### src/rtl/core_boot_sequencer_if.sv
//------------------------------------------------------------------------------
// core_boot_sequencer_if : valid/ready program-image stream (header + words)
// Rev 1.0
//------------------------------------------------------------------------------
`default_nettype none

interface core_boot_sequencer_if #(
  parameter int DATA_WIDTH = 32
);
  logic                  in_valid;
  logic                  in_ready;
  logic [DATA_WIDTH-1:0] in_data;
  logic                  in_last;

  modport master (output in_valid, output in_data, output in_last, input in_ready);
  modport slave  (input in_valid, input in_data, input in_last, output in_ready);
endinterface

`default_nettype wire

### src/rtl/core_boot_sequencer.sv
//------------------------------------------------------------------------------
// core_boot_sequencer : loads a program image into imem, then resets/starts/watches the core
// Rev 1.0
//------------------------------------------------------------------------------
`default_nettype none

module core_boot_sequencer #(
  parameter int DATA_WIDTH   = 32,
  parameter int ADDRESS_BITS = 20,
  parameter int MAX_WORDS    = 4096,
  parameter int RESET_CYCLES = 2,
  parameter int RUN_LIMIT    = 0
) (
  input  wire logic                    clock_i,
  input  wire logic                    reset_i,
  core_boot_sequencer_if.slave         s_if,
  output logic                         imem_we_o,
  output logic [ADDRESS_BITS-1:0]      imem_addr_o,
  output logic [DATA_WIDTH-1:0]        imem_wdata_o,
  output logic                         core_reset_o,
  output logic                         start_o,
  output logic [ADDRESS_BITS-1:0]      prog_address_o,
  input  wire logic                    core_halt_i,
  output logic                         report_o,
  output logic                         busy_o,
  output logic                         done_o,
  output logic                         overflow_o,
  output logic                         timeout_o
);

  localparam logic [2:0] S_IDLE  = 3'd0;
  localparam logic [2:0] S_LOAD  = 3'd1;
  localparam logic [2:0] S_HOLD  = 3'd2;
  localparam logic [2:0] S_START = 3'd3;
  localparam logic [2:0] S_RUN   = 3'd4;
  localparam logic [2:0] S_DONE  = 3'd5;

  localparam int WCW = $clog2(MAX_WORDS + 1);

  logic [2:0]              state_q, state_d;
  logic [ADDRESS_BITS-1:0] base_q, base_d;
  logic [WCW-1:0]          word_cnt_q, word_cnt_d;
  logic [31:0]             hold_cnt_q, hold_cnt_d;
  logic [31:0]             run_cnt_q, run_cnt_d;
  logic                    we_q, we_d;
  logic [ADDRESS_BITS-1:0] addr_q, addr_d;
  logic [DATA_WIDTH-1:0]   wdata_q, wdata_d;
  logic [ADDRESS_BITS-1:0] prog_q, prog_d;
  logic                    report_q, report_d;
  logic                    overflow_q, overflow_d;
  logic                    timeout_q, timeout_d;
  logic                    in_ready_q, core_reset_q, start_q, busy_q, done_q;

  logic                    w_accept;
  logic [ADDRESS_BITS-1:0] w_offset;
  logic                    w_limit_hit;

  assign w_accept    = s_if.in_valid & in_ready_q;
  // Address arithmetic deliberately wraps modulo 2^ADDRESS_BITS.
  assign w_offset    = ADDRESS_BITS'({word_cnt_q, 2'b00});
  assign w_limit_hit = (RUN_LIMIT != 0) && (run_cnt_q == 32'(RUN_LIMIT - 1));

  always_comb begin
    state_d    = state_q;
    base_d     = base_q;
    word_cnt_d = word_cnt_q;
    hold_cnt_d = hold_cnt_q;
    run_cnt_d  = run_cnt_q;
    we_d       = 1'b0;
    addr_d     = addr_q;
    wdata_d    = wdata_q;
    prog_d     = prog_q;
    report_d   = 1'b0;
    overflow_d = overflow_q;
    timeout_d  = timeout_q;
    case (state_q)
      S_IDLE, S_DONE: begin
        if (w_accept) begin
          base_d     = {s_if.in_data[ADDRESS_BITS-1:2], 2'b00};
          word_cnt_d = '0;
          hold_cnt_d = '0;
          overflow_d = 1'b0;
          timeout_d  = 1'b0;
          state_d    = s_if.in_last ? S_HOLD : S_LOAD;
        end
      end
      S_LOAD: begin
        if (w_accept) begin
          if (word_cnt_q == WCW'(MAX_WORDS)) begin
            overflow_d = 1'b1;
          end else begin
            we_d       = 1'b1;
            addr_d     = base_q + w_offset;
            wdata_d    = s_if.in_data;
            word_cnt_d = word_cnt_q + 1'b1;
          end
          if (s_if.in_last) begin
            hold_cnt_d = '0;
            state_d    = S_HOLD;
          end
        end
      end
      S_HOLD: begin
        if (hold_cnt_q == 32'(RESET_CYCLES - 1)) begin
          prog_d    = base_q;
          run_cnt_d = '0;
          state_d   = S_START;
        end else begin
          hold_cnt_d = hold_cnt_q + 32'd1;
        end
      end
      // run_cnt counts cycles since start, so the core gets RUN_LIMIT unreset cycles.
      S_START: begin
        run_cnt_d = run_cnt_q + 32'd1;
        state_d   = S_RUN;
      end
      S_RUN: begin
        run_cnt_d = run_cnt_q + 32'd1;
        if (core_halt_i) begin
          report_d = 1'b1;
          state_d  = S_DONE;
        end else if (w_limit_hit) begin
          report_d  = 1'b1;
          timeout_d = 1'b1;
          state_d   = S_DONE;
        end
      end
      default: state_d = S_IDLE;
    endcase
  end

  always_ff @(posedge clock_i) begin
    if (reset_i) begin
      state_q      <= S_IDLE;
      base_q       <= '0;
      word_cnt_q   <= '0;
      hold_cnt_q   <= '0;
      run_cnt_q    <= '0;
      we_q         <= 1'b0;
      addr_q       <= '0;
      wdata_q      <= '0;
      prog_q       <= '0;
      report_q     <= 1'b0;
      overflow_q   <= 1'b0;
      timeout_q    <= 1'b0;
      in_ready_q   <= 1'b0;
      core_reset_q <= 1'b1;
      start_q      <= 1'b0;
      busy_q       <= 1'b0;
      done_q       <= 1'b0;
    end else begin
      state_q      <= state_d;
      base_q       <= base_d;
      word_cnt_q   <= word_cnt_d;
      hold_cnt_q   <= hold_cnt_d;
      run_cnt_q    <= run_cnt_d;
      we_q         <= we_d;
      addr_q       <= addr_d;
      wdata_q      <= wdata_d;
      prog_q       <= prog_d;
      report_q     <= report_d;
      overflow_q   <= overflow_d;
      timeout_q    <= timeout_d;
      in_ready_q   <= (state_d == S_IDLE) || (state_d == S_LOAD) || (state_d == S_DONE);
      core_reset_q <= !((state_d == S_START) || (state_d == S_RUN));
      start_q      <= (state_d == S_START);
      busy_q       <= (state_d == S_LOAD) || (state_d == S_HOLD) ||
                      (state_d == S_START) || (state_d == S_RUN);
      done_q       <= (state_d == S_DONE);
    end
  end

  assign s_if.in_ready  = in_ready_q;
  assign imem_we_o      = we_q;
  assign imem_addr_o    = addr_q;
  assign imem_wdata_o   = wdata_q;
  assign core_reset_o   = core_reset_q;
  assign start_o        = start_q;
  assign prog_address_o = prog_q;
  assign report_o       = report_q;
  assign busy_o         = busy_q;
  assign done_o         = done_q;
  assign overflow_o     = overflow_q;
  assign timeout_o      = timeout_q;

endmodule

`default_nettype wire

### src/flat_wrapper.sv
// flat-port wrapper written by rule: the top's interface ports become plain ports
module core_boot_sequencer_flat 
#(
  parameter int DATA_WIDTH   = 32,
  parameter int ADDRESS_BITS = 20,
  parameter int MAX_WORDS    = 4096,
  parameter int RESET_CYCLES = 2,
  parameter int RUN_LIMIT    = 0
)
  (clock_i, reset_i, imem_we_o, imem_addr_o, imem_wdata_o, core_reset_o, start_o, prog_address_o, core_halt_i, report_o, busy_o, done_o, overflow_o, timeout_o, s_if_in_valid, s_if_in_data, s_if_in_last, s_if_in_ready);
  core_boot_sequencer_if #(.DATA_WIDTH(DATA_WIDTH)) s_if_i ();
  input  wire logic clock_i;
  input  wire logic reset_i;
  output logic imem_we_o;
  output logic [ADDRESS_BITS-1:0] imem_addr_o;
  output logic [DATA_WIDTH-1:0] imem_wdata_o;
  output logic core_reset_o;
  output logic start_o;
  output logic [ADDRESS_BITS-1:0] prog_address_o;
  input  wire logic core_halt_i;
  output logic report_o;
  output logic busy_o;
  output logic done_o;
  output logic overflow_o;
  output logic timeout_o;
  input wire logic [$bits(s_if_i.in_valid)-1:0] s_if_in_valid;
  input wire logic [$bits(s_if_i.in_data)-1:0] s_if_in_data;
  input wire logic [$bits(s_if_i.in_last)-1:0] s_if_in_last;
  output wire logic [$bits(s_if_i.in_ready)-1:0] s_if_in_ready;
  assign s_if_i.in_valid = s_if_in_valid;
  assign s_if_i.in_data = s_if_in_data;
  assign s_if_i.in_last = s_if_in_last;
  assign s_if_in_ready = s_if_i.in_ready;
  core_boot_sequencer #(.DATA_WIDTH(DATA_WIDTH), .ADDRESS_BITS(ADDRESS_BITS), .MAX_WORDS(MAX_WORDS), .RESET_CYCLES(RESET_CYCLES), .RUN_LIMIT(RUN_LIMIT)) u_core (.clock_i(clock_i), .reset_i(reset_i), .s_if(s_if_i), .imem_we_o(imem_we_o), .imem_addr_o(imem_addr_o), .imem_wdata_o(imem_wdata_o), .core_reset_o(core_reset_o), .start_o(start_o), .prog_address_o(prog_address_o), .core_halt_i(core_halt_i), .report_o(report_o), .busy_o(busy_o), .done_o(done_o), .overflow_o(overflow_o), .timeout_o(timeout_o));
endmodule
### config.mk
export PLATFORM = sky130hd
export DESIGN_NAME = core_boot_sequencer_flat
export DESIGN_NICKNAME = d
export VERILOG_FILES = /design/src/rtl/core_boot_sequencer_if.sv /design/src/rtl/core_boot_sequencer.sv /design/src/flat_wrapper.sv
export SDC_FILE = /design/constraint.sdc
export NUM_CORES = 1
export LEC_CHECK = 0
export CAP_MARGIN = 10
export CORE_MARGIN = 1
export CORE_UTILIZATION = 35
export CTS_BUF_LIST = sky130_fd_sc_hd__clkbuf_4
export CTS_CLUSTER_DIAMETER = 200
export CTS_CLUSTER_SIZE = 30
export DETAILED_ROUTE_END_ITERATION = 6
export PLACE_DENSITY = 0.62
export SLEW_MARGIN = 20
export SYNTH_ARGS = -nofsm -noshare
export SYNTH_HDL_FRONTEND = slang
export SYNTH_SLANG_ARGS = --single-unit
### constraint.sdc
create_clock -name clock_i -period 2.16 [get_ports clock_i]
set_clock_uncertainty 0.05 [all_clocks]
set_input_delay 0.432 -clock clock_i [delete_from_list [all_inputs] [get_ports clock_i]]
set_output_delay 0.432 -clock clock_i [all_outputs]
set_load 0.05 [all_outputs]
Word level (Yosys, flattened, before mapping). Index checks and enable logic that the tools add are counted.

Add/sub/neg operators: 3. Equal/unequal tests: 18. Muxes and demuxes: 22. Bitwise operators: 5. Reductions and logical operators: 20.

Operators with widths (count): 2-to-1 mux 32 bit (4); case mux 32 bit (3 select lines) (1); 2-to-1 mux 13 bit (3); adder 32 x 1 -> 32 bit, second input constant (1); equality test 32 x 1 -> 1 bit, second input constant (1); case mux 13 bit (2 select lines) (1); adder 20 x 15 -> 20 bit (1); 2-to-1 mux 3 bit (5); case mux 3 bit (5 select lines) (1); adder 13 x 1 -> 13 bit, second input constant (1); equality test 13 bit, second input constant (1); equality test 3 x 2 -> 1 bit, second input constant (4); equality test 3 bit, second input constant (4); AND reduction 4 bit (2); equality test 3 x 1 -> 1 bit, second input constant (2); logical NOT 3 bit (2); logical OR 1 bit (6); != test 2 x 1 -> 1 bit, second input constant (3); != test 2 bit, second input constant (3); 2-to-1 mux 1 bit (5); AND reduction 5 bit (1); NOT 1 bit (4); AND reduction 2 bit (2); OR reduction 2 bit (2); 8 further kinds (8).

Register bits: 144. Bits of input ports: 37. Output and inout bits: 81. Word-level logic and storage cells: 83.

Longest topological paths before layout.
Word-level depth: 7. Mapped depth: 9. Mapped depth without buffers: 8.

Worst setup path before layout. No wires, ideal clock.

Path type: register to register. Start point: reg u_core.in_ready_q (netlist: u_core.s_if.in_ready). End point: reg u_core.hold_cnt_q[29]. Library setup time: 0.070 ns. Arrival time: 2.107 ns. Required time: 2.040 ns. Slack: -0.067 ns. Stages on the path, launching flop included: 6. Path buffers: 0. Clock period less this slack: 2.227 ns. Cell sequence: dfxtp_1 a21oi_1 a211oi_4 nand4_2 or4_1 a21oi_1.

Cells in the longest elaborated chain, start to end: 3. Elaborated cells between the ends (all ways): 4. Classes of those cells: eq/ne (2); bitwise (1); reduce/logical (1).

RTL lines: start, declared (RTL line core_boot_sequencer.sv:52) `logic in_ready_q, core_reset_q, start_q, busy_q, done_q;`; start signal, assigned (RTL line core_boot_sequencer.sv:164) `in_ready_q <= (state_d == S_IDLE) || (state_d == S_LOAD) || (state_d == S_DONE);`; AND 1 bit * (RTL line core_boot_sequencer.sv:58) `assign w_accept = s_if.in_valid & in_ready_q;`; != test 2 x 1 -> 1 bit (no line); AND reduction 5 bit (no line) *; end signal, assigned (RTL line core_boot_sequencer.sv:155) `hold_cnt_q <= hold_cnt_d;`; end, declared (RTL line core_boot_sequencer.sv:43) `logic [31:0] hold_cnt_q, hold_cnt_d;`.

Mark *: on every way between the ends. The rest lies on a longest branch, timed or not. A chain may end at the register's enable or synchronous reset.

Worst setup path in the final report.
Start point: reg u_core.base_q[4]. End point: reg u_core.addr_q[16] (netlist: u_core.imem_addr_o[16]).

Cells in the longest elaborated chain, start to end: 1.

RTL lines: start, declared (RTL line core_boot_sequencer.sv:41) `logic [ADDRESS_BITS-1:0] base_q, base_d;`; start signal, assigned (RTL line core_boot_sequencer.sv:153) `base_q <= base_d;`; adder 20 x 15 -> 20 bit (RTL line core_boot_sequencer.sv:93) `addr_d = base_q + w_offset;`; end signal, assigned (RTL line core_boot_sequencer.sv:158) `addr_q <= addr_d;`; end, declared (RTL line core_boot_sequencer.sv:46) `logic [ADDRESS_BITS-1:0] addr_q, addr_d;`.

Every way passes these cells.

==> metrics.md <==
| Metric | Value |
|---|---|
| HP Class | primary input to register |
| Met3 routed WL | 953 microns |
| Number of global-route vias before repair | 5917 |
| Layout Cells excl Fill | around 1300 |
| Initial antenna violation count | 1 |
| First-pass GRT wire length | roughly 30 mm |
| Seq/Total Area, Yosys | between 40% and 50% |
| Vias per cell | between 5 and 6 |
| Layout cells sized above 1 | 19.6% |
| Crit path max fanout | 5 |
| Sink Count | 142 |
| Largest net degree at the start of global routing | between 50 and 60 |
| Avg WL per Cell | around 15 microns |
| Fmax | 469 MHz |
| Predominant post-synthesis flop cell | dfxtp_1 |
| Worst path slowest cell | dfxtp_4 |
| Yosys reg bits | between 100 and 150 |
| Placed cell count | around 1200 |
| Critical path arrival | 2.54 ns |
| Crit end category | register |
| I/O Pins | approximately 120 |
| Die X | 139 microns |
| CTS Root Cell | clkbuf_4 |
| Commonest non-fill, non-tap cell in the layout | nand2_1 |
| Status | complete, but fails checks |
| CTS Buf Count | 17 |
| Die area | between 15000 and 20000 sq um |
| CTS tree | yes |
| Hpwl dp | between 10 and 15 mm |
| Final Cycle Share | 98.7% |
| Total Wirelength | roughly 19 mm |
| Initial drt markers | between 400 and 500 |
| Switching share of power | ~27% |
| Static Leakage | ~3.7 nW |
| Share of async-settable or async-resettable flops after synthesis | 0% |
| Area post-placement | approximately 8600 sq um |
| Final setup fails | 0 |
| Power share of the clock group | 37.2% |
| DRT met1 WL | 9.34 mm |
| Core Region | 18200 sq um |
| Initial core utilization | a little over a third |
| Period minus WS final | around 2.1 ns |
| Fill cells | 1766 |
| Unrepaired setup endpoints after global routing | true |
| Clk_lat worst skew | between 0.5 and 0.6 ns |
| Synth Instances | between 800 and 900 |
| Critical Path Start Type | register |
| All-Layer GR Usage | roughly 20% |
| Final estimated routing congestion in global placement | approximately 0.84 |
| Top Layer Used | met4 |
| Number of flops mapped to enable cells by yosys | 0 |
| Die height | approximately 140 microns |
| WL met2 | 8.36 mm |
| Pwr Density | around 570 nW/um^2 |
| Via count | between 6000 and 7000 |
| CTS clock-pin slew for the worst setup and hold paths | 0.14 ns |
| Synth cell types | 70 |
| Mapped cell area | roughly 6600 sq um |
| Synth warn | 0 |
| CP Data Required Time | 2.57 ns |
| Hold Vio Cnt, Final | 0 |
| Max incr delay on CP | 0.39 ns |
| Peak VDD IR | 0.000330 V |
| Slew Limit Fails | 0 |
| Worst-margin pin slew | around 0.6 ns |
| Grt ovf | 0 |
| Crit-path cells | ha_4 > buf_4 > nor2b_4 > o31ai_4 > a31oi_4 > o2111a_1 > a2111oi_2 |
| Design area | between 9000 and 10000 sq um |
| Post-DRT Antenna Nets | 0 |
| Violated checks | DRC |
| Drt drc | 11 |
| Psw | about 1.4 mW |
| CP Class | register to register |
| Logic gate share of total power | approximately 11% |
| # rows | around 50 |
| Slew margin rel. | 59.7% |
| Area Overhead vs Synth | 39.4% |
| Total internal power | roughly 3.8 mW |
| Most frequent cells in the layout | nand2_1, dfxtp_1, a21oi_1 |
| Htree depth | 4 |
| Reg power frac | roughly half |
| Net count, final | ~1100 |
| Drt pass-1 iters | 7 |
| Max clock buf depth | 2 |
| Max_cap viols | 0 |
| Syn avg cell area | a little over 8 sq um |
| PortBufs | around 110 |
what timing repair did:
action	4_1_cts	5_1_grt
setup buffers	0	7
gates resized for setup	93	34
setup endpoints to repair	100	68
pin swaps	8	22
hold buffers	0	0
cell families (layout without fill, tap and decap cells):
family | Yosys count | in the layout | synth area share, %
simple gates | 362 | 362 | 27.1
compound gates | 199 | 199 | 18.3
flops | 142 | 142 | 43.3
buf+inv | 62 | 269 | 4.38
xor+xnor | 22 | 22 | 2.93
fa+ha+maj | 18 | 18 | 3.54
mux | 3 | 3 | 0.476
other cells | 1 | 6 | 0.0571
power groups by stage:
stage	sequential (mW)	clock, mW	combinational (mW)
after floorplan	2.80	0	0.257
after global placement	2.76	0	0.575
after global routing	2.71	2.12	0.631
final	2.70	1.95	0.584
after CTS	2.70	1.99	0.572
after detailed placement	2.76	0	0.576
state kept, by name, summed over array words and instances (netlist names), 3 cells and up:
signal,cells
u_core.hold_cnt_q,32
u_core.imem_wdata_o,32
u_core.base_q,18
u_core.imem_addr_o,18
u_core.prog_address_o,18
u_core.word_cnt_q,13
u_core.state_q,3
critical path: cells and delay by family, from the launching register on:
kind                       cells  cell delay, ns
and+or+nand+nor                1            0.12
DFF                            1            0.39
adders and majority gates      1            0.24
buffers and inverters          1            0.13
AOI/OAI and AO/OA              4            1.10
final timing paths:
check | startpoint | to | slack (ns) | cells past startpoint
setup reg to reg | u_core.base_q[4] | u_core.imem_addr_o[16] | 0.03 | 7
setup / recovery | u_core.base_q[4] | u_core.imem_addr_o[16] | 0.03 | 7
hold reg to reg | u_core.prog_address_o[16] | u_core.prog_address_o[16] | 0.41 | 2
hold / removal | reset_i | u_core.imem_addr_o[15] | 0.19 | 3
layout make-up:
class	count	area (sq um)	share of cell area, %
Clock inverter	15	194	2.12
Timing Repair Buffer	221	1930	21.1
Inverter	16	60.1	0.656
Sequential cell	142	2870	31.3
Tap cell	229	287	3.13
Antenna cell	1	2.50	0.0273
Multi-Input combinational cell	609	3690	40.3
Clock buffer	17	128	1.39
synthesized netlist by cell type, types with 6 or more instances:
cell type	n	area share (%)
a21oi_1	114	8.7
and2_1	6	0.57
and3_1	8	0.76
buf_2	13	0.99
buf_4	8	0.91
clkbuf_1	21	1.2
dfxtp_1	142	43
ha_1	17	3.2
inv_1	16	0.91
nand2_1	166	9.5
nand3_1	36	2.7
nand4_1	21	2.0
nor2_1	38	2.2
nor3_1	16	1.2
nor4_1	9	0.86
o21a_1	6	0.69
o21ai_0	26	2.0
o31ai_1	12	1.4
or3_1	20	1.9
or4_1	12	1.4
xnor2_1	7	0.93
xor2_1	15	2.0
routing by layer:
metal  vias up  track usage [%]
met1      3060             26.9
met4         0             6.32
li1       3279                -
met3        22             3.97
met2       166             31.0
met5         -                0
per-stage QoR:
stage	utilization, %	setup TNS, ns	hold slack (ns)	worst slack [ns]	power [mW]
CTS	49.0	0	0.159	0.0000211	5.26
detailed placement	47.4	-13.82	0.395	-0.246	3.33
finish	50.3	0	0.192	0.0279	5.24
global route	50.3	-0.369	0.192	-0.0743	5.47
global placement	47.4	-12.75	0.389	-0.219	3.33
floorplan	-	0	0.403	0.0532	3.06
(Power assumes the default switching activity.)
